$ cat config.mk
export PLATFORM = sky130hd
export DESIGN_NAME = seg_wb_sched
export DESIGN_NICKNAME = d
export VERILOG_FILES = /design/src/rtl/seg_pkg.sv /design/src/rtl/seg_wb_fifo.sv /design/src/rtl/seg_wb_sched.sv
export SDC_FILE = /design/constraint.sdc
export NUM_CORES = 1
export LEC_CHECK = 0
export BUFFER_PORTS_ARGS = -buffer_cell sky130_fd_sc_hd__buf_2
export CORE_MARGIN = 1
export CORE_UTILIZATION = 40
export DETAILED_ROUTE_END_ITERATION = 8
export HOLD_SLACK_MARGIN = 0.02
export MAX_ROUTING_LAYER = met4
export SYNTH_ARGS = -nofsm -noshare
export SYNTH_HDL_FRONTEND = slang
export SYNTH_SLANG_ARGS = --single-unit
$ cat constraint.sdc
create_clock -name clk -period 20.3 [get_ports clk]
set_input_delay 3.045 -clock clk [delete_from_list [all_inputs] [get_ports clk]]
set_output_delay 3.045 -clock clk [all_outputs]
set_load 0.03 [all_outputs]
$ cat src/rtl/seg_pkg.sv
// Shared types and geometry for the segment-memory writeback path.
package seg_pkg;
  localparam int ROWS_PER_POI = 32;
  localparam int PIX_PER_ROW  = 32;
  localparam int ROW_W        = 5;

  typedef logic [7:0] pix_t;
  typedef pix_t row_t [PIX_PER_ROW-1:0];

  typedef enum logic [1:0] {IDLE, RUN, DRAIN, DONE} wb_state_t;
endpackage

$ cat src/rtl/seg_wb_fifo.sv
// Synchronous row FIFO; head entry is read straight from the storage registers.
module seg_wb_fifo
  import seg_pkg::*;
#(
  parameter int FIFO_DEPTH = 4
) (
  input  logic clk,
  input  logic reset,
  input  logic push,
  input  row_t din,
  input  logic pop,
  output row_t dout,
  output logic full,
  output logic empty
);
  localparam int AW = $clog2(FIFO_DEPTH);

  row_t           mem [FIFO_DEPTH];
  logic [AW-1:0]  wr_ptr;
  logic [AW-1:0]  rd_ptr;
  logic [AW:0]    count;

  always_ff @(posedge clk) begin
    if (push) mem[wr_ptr] <= din;
  end

  always_ff @(posedge clk) begin
    if (reset) begin
      wr_ptr <= '0;
      rd_ptr <= '0;
      count  <= '0;
    end else begin
      if (push) wr_ptr <= wr_ptr + 1'b1;
      if (pop)  rd_ptr <= rd_ptr + 1'b1;
      case ({push, pop})
        2'b10:   count <= count + 1'b1;
        2'b01:   count <= count - 1'b1;
        default: ;
      endcase
    end
  end

  assign full  = (count == (AW+1)'(FIFO_DEPTH));
  assign empty = (count == '0);
  assign dout  = mem[rd_ptr];
endmodule

$ cat src/rtl/seg_wb_sched.sv
// Writeback scheduler: buffers residual rows, sequences POI/row addresses, shares the port with readout.
// Optional overrun check enabled by defining SEG_WB_ROWCHK_EN.
module seg_wb_sched
  import seg_pkg::*;
#(
  parameter int POI_DEPTH    = 4,
  parameter int POI_WIDTH    = 4,
  parameter int FIFO_DEPTH   = 4,
  parameter int RD_MAX_BURST = 8
) (
  input  logic                           clk,
  input  logic                           reset,
  input  logic                           start,
  input  logic                           in_valid,
  output logic                           in_ready,
  input  row_t                           in_residuals,
  output logic                           wb_en,
  output logic [POI_DEPTH+POI_WIDTH-1:0] wb_poi_addr,
  output logic [ROW_W-1:0]               wb_row,
  output row_t                           wb_residuals,
  input  logic                           rd_req,
  output logic                           rd_gnt,
  output logic                           busy,
  output logic                           frame_done,
  output logic                           err_overrun
);
  localparam int AW = POI_DEPTH + POI_WIDTH;
  localparam int N  = ROWS_PER_POI << AW;
  localparam int CW = $clog2(N) + 1;
  localparam int BW = $clog2(RD_MAX_BURST + 1);
  localparam logic [CW-1:0] N_C    = CW'(N);
  localparam logic [CW-1:0] LAST_C = CW'(N - 1);
  localparam logic [BW-1:0] BURST_C = BW'(RD_MAX_BURST);

  wb_state_t     state;
  logic [CW-1:0] acc_cnt;
  logic [CW-1:0] wr_cnt;
  logic [BW-1:0] burst_cnt;
  logic          fifo_full;
  logic          fifo_empty;
  logic          push;
  logic          force_wr;
  logic          last_wr;

  seg_wb_fifo #(.FIFO_DEPTH(FIFO_DEPTH)) u_fifo (
    .clk   (clk),
    .reset (reset),
    .push  (push),
    .din   (in_residuals),
    .pop   (wb_en),
    .dout  (wb_residuals),
    .full  (fifo_full),
    .empty (fifo_empty)
  );

  // Readout wins the port unless it has starved a full FIFO for RD_MAX_BURST cycles.
  assign in_ready = (state == RUN) & ~fifo_full & (acc_cnt < N_C);
  assign push     = in_valid & in_ready;
  assign force_wr = (burst_cnt == BURST_C) & fifo_full;
  assign rd_gnt   = rd_req & ~force_wr;
  assign wb_en    = ((state == RUN) | (state == DRAIN)) & ~fifo_empty & ~rd_gnt;
  assign last_wr  = wb_en & (wr_cnt == LAST_C);

  assign busy       = (state == RUN) | (state == DRAIN);
  assign frame_done = (state == DONE);

  always_ff @(posedge clk) begin
    if (reset) begin
      state       <= IDLE;
      acc_cnt     <= '0;
      wr_cnt      <= '0;
      burst_cnt   <= '0;
      wb_poi_addr <= '0;
      wb_row      <= '0;
    end else begin
      if (push) acc_cnt <= acc_cnt + 1'b1;

      // Address of the next write; the POI address wraps to 0 after the last slot.
      if (wb_en) begin
        wr_cnt <= wr_cnt + 1'b1;
        wb_row <= wb_row + 1'b1;
        if (wb_row == ROW_W'(ROWS_PER_POI - 1)) wb_poi_addr <= wb_poi_addr + 1'b1;
      end

      if (wb_en || !fifo_full) burst_cnt <= '0;
      else if (rd_gnt)         burst_cnt <= burst_cnt + 1'b1;

      case (state)
        IDLE, DONE: begin
          if (start) begin
            state       <= RUN;
            acc_cnt     <= '0;
            wr_cnt      <= '0;
            burst_cnt   <= '0;
            wb_poi_addr <= '0;
            wb_row      <= '0;
          end
        end
        RUN: begin
          if (last_wr)             state <= DONE;
          else if (acc_cnt == N_C) state <= DRAIN;
        end
        DRAIN: begin
          if (last_wr) state <= DONE;
        end
        default: state <= IDLE;
      endcase
    end
  end

`ifdef SEG_WB_ROWCHK_EN
  logic err_q;

  always_ff @(posedge clk) begin
    if (reset)
      err_q <= 1'b0;
    else if (start && ((state == IDLE) || (state == DONE)))
      err_q <= 1'b0;
    else if (in_valid && ((state == DRAIN) || (state == DONE)))
      err_q <= 1'b1;
  end

  assign err_overrun = err_q;
`else
  assign err_overrun = 1'b0;
`endif
endmodule

==> impl_metrics.yaml <==
global_routing:
  grt_use_total_pct: 16.8
  first_global_vias: 19604
  overflow: 0
  grt_max_degree: 155
  grt_pass1_wl_microns: 121000
  antenna_found_initial: 25
worst_setup_path:
  cp.arrival_ns: 4.50
  worstPathRequired_ns: 17.26
  rr_startpoint: "state[1]"
  path_max_fanout: 26
  cp-start-kind: "primary input"
  rr_endpoint: "u_fifo.mem[2][14]"
  startpoint: "rd_req"
  worstRegToRegCells: 6
  end_kind: "primary output"
  r2r_slack_ns: 16.67
  worst-setup-path-type: "in2out"
detailed_routing:
  drc: 0
  viasPerCell: 5.10
  drtAntennaViolNets: 0
  wl_microns: 83100
  wire_per_inst_microns: 22.9
  first_pass_iters: 5
  drtIter0Drc: 1226
  vias: 18490
sta:
  hold_viol: 0
  whs_ns: 0.484
  fin_setup_tns_ns: 0
  rsz0062_at_grt: "false"
  post-route-period-util_pct: 37.2
  maxSlewHeadroom_pct: 15.0
  fin_crit_ns: 7.54
  max_freq_ghz: 0.133
  drv_slew: 0
  setup_viol: 0
  fin_skew_ns: 0.0206
  worst_pin_slew_ns: 1.27
yosys:
  syn_nets: 1927
  synth-edff-count: 1024
  ys_seq_area_share_pct: 80.7
  ys_warn_count: 0
  postSynthAreaPerCell_sq_um: 24.0
  netlist_area_sq_um: 39500
  ys_ff_latch: 1080
  synth_cell_types: 49
  synthArstFlopShare_pct: 0
  synth_cells: 1649
  ys.flop_type: "edfxtp_1"
power_and_ir_drop:
  powerDensity_nw_per_um2: 110
  leakage_nw: 15.3
  peakVddDrop_mv: 0.0762
  power_mw: 5.18
placed_design:
  io_buffer_count: 534
  dpl-instance-area_sq_um: 43700
  post-dp-hpwl_microns: 50300
  gp_congestion: 0.745
clock_network:
  cts-root-buf: "clkbuf_16"
  worst_skew_pair.late_latency_ns: 0.68
  h-tree-depth: 3
  clk_pin_slew_ns: 0.06
  cts_sinks: 1080
  cts_max_path_buffers: 3
  cts_tree: "done"
  cts_buffers: 108
  hold_buffers: 0
  postCtsResizedCells: 0
  cts_setup_buffers: 0
run:
  drv_cap: 0
cells_and_area:
  area_growth_pct: 19.2
  fill_cells: 7991
  design_area_sq_um: 47100
  drive_above_1_share_pct: 41.7
  layout_common_cells: "edfxtp_1, buf_2, mux4_2"
  register_area_sq_um: 31900
  multiInputGateArea_sq_um: 7260
  final_common_cell: "edfxtp_1"
  finalCoreUtilization_pct: 48.4
  final_nets: 2523
die:
  dieArea_sq_um: 100000
  die_w_microns: 316
  num_io_pins: 536
  rows: 114
  fp.dieH_microns: 316
  core_area_sq_um: 97300
  start_util_pct: 40.6
status:
  status: "completed"
hold_path:
  hold_path_class: "reg2reg"
  hold_end: "wr_cnt[1]"
  holdCritStartpoint: "wr_cnt[1]"
  hold_path_depth: 2
## where the power goes
part	switching [mW]	internal [mW]
Combinational	0.468	0.240
Sequential	0.0299	2.56
Clock	0.816	1.06
Total	1.31	3.86
## Yosys cell counts (2+ instances only)
| master | n | share of area [%] |
|---|---|---|
| edfxtp_1 | 1024 | 78 |
| mux4_2 | 256 | 15 |
| dfxtp_1 | 56 | 2.8 |
| nor2_1 | 53 | 0.50 |
| buf_2 | 28 | 0.35 |
| clkbuf_1 | 26 | 0.25 |
| nand2_1 | 26 | 0.25 |
| xor2_1 | 25 | 0.55 |
| inv_1 | 18 | 0.17 |
| ha_1 | 16 | 0.51 |
| xnor2_1 | 15 | 0.33 |
| buf_1 | 12 | 0.11 |
| nand4_1 | 12 | 0.19 |
| a21oi_1 | 11 | 0.14 |
| nand3_1 | 10 | 0.13 |
| or3_1 | 7 | 0.11 |
| and2_1 | 6 | 0.095 |
| nor3_1 | 6 | 0.076 |
| and3_1 | 4 | 0.063 |
| o21ai_0 | 4 | 0.051 |
| nor4_1 | 3 | 0.048 |
| nand2b_1 | 2 | 0.032 |
| nor4b_1 | 2 | 0.044 |
| o31ai_1 | 2 | 0.038 |
## cells by family (layout without fill, tap and decap cells)
family / after synthesis / in the layout / share of synthesized area, %
muxes: 257 / 257 / 14.6
other: 1 / 25 / 0.00949
adders and majority gates: 17 / 17 / 0.558
buffers and inverters: 87 / 766 / 0.944
and+or+nand+nor: 139 / 139 / 1.79
xor gates and xnor gates: 40 / 40 / 0.887
AOI/OAI and AO/OA: 28 / 28 / 0.501
DFF: 1080 / 1080 / 80.7
## registers in the layout, indices dropped and copies added (netlist names), named ones only
register / cells
burst_cnt: 4
wr_cnt: 14
u_fifo.mem: 1024
u_fifo.wr_ptr: 2
u_fifo.count: 3
u_fifo.rd_ptr: 2
state: 2
wb_poi_addr: 8
wb_row: 5
acc_cnt: 14
## per-layer routing
metal / routed length (microns) / up-vias / global-route usage [%] / part of all wire [%]
met2: 41600 / 528 / 27.2 / 50
met3: 7220 / 132 / 6.21 / 8.7
li1: - / 8173 / - / -
met1: 32300 / 9657 / 19.6 / 39
met5: 0 / - / - / 0
met4: 1880 / 0 / 4.81 / 2.3
## final cells by class
cell class / instances / share of cell area [%]
multi-input combinational: 482 / 15.4
clock inverter: 61 / 1.15
tap: 1276 / 3.39
inverter: 19 / 0.151
sequential: 1080 / 67.7
clock buffer: 132 / 5.97
antenna: 24 / 0.128
timing repair buffer: 554 / 6.08
## per-stage QoR
step	worst slack, ns	instances
finish	12.76	3628
global route	12.66	3627
CTS	12.80	3604
detailed placement	12.80	3411
global placement	12.85	3411
floorplan	10.25	1649
## how the worst max path moves through the flow
stage,endpoint
after floorplan,u_fifo.mem[0][0]
after global placement,wb_en
after detailed placement,wb_en
after CTS,wb_en
after global routing,wb_en
final,wb_en
## critical path, stage by stage
cell and delay (ns):
buf_2 0.11, nor2_1 0.06, a22oi_2 0.57, inv_2 0.39, buf_2 0.30
Power figures use the tool's default switching activity.
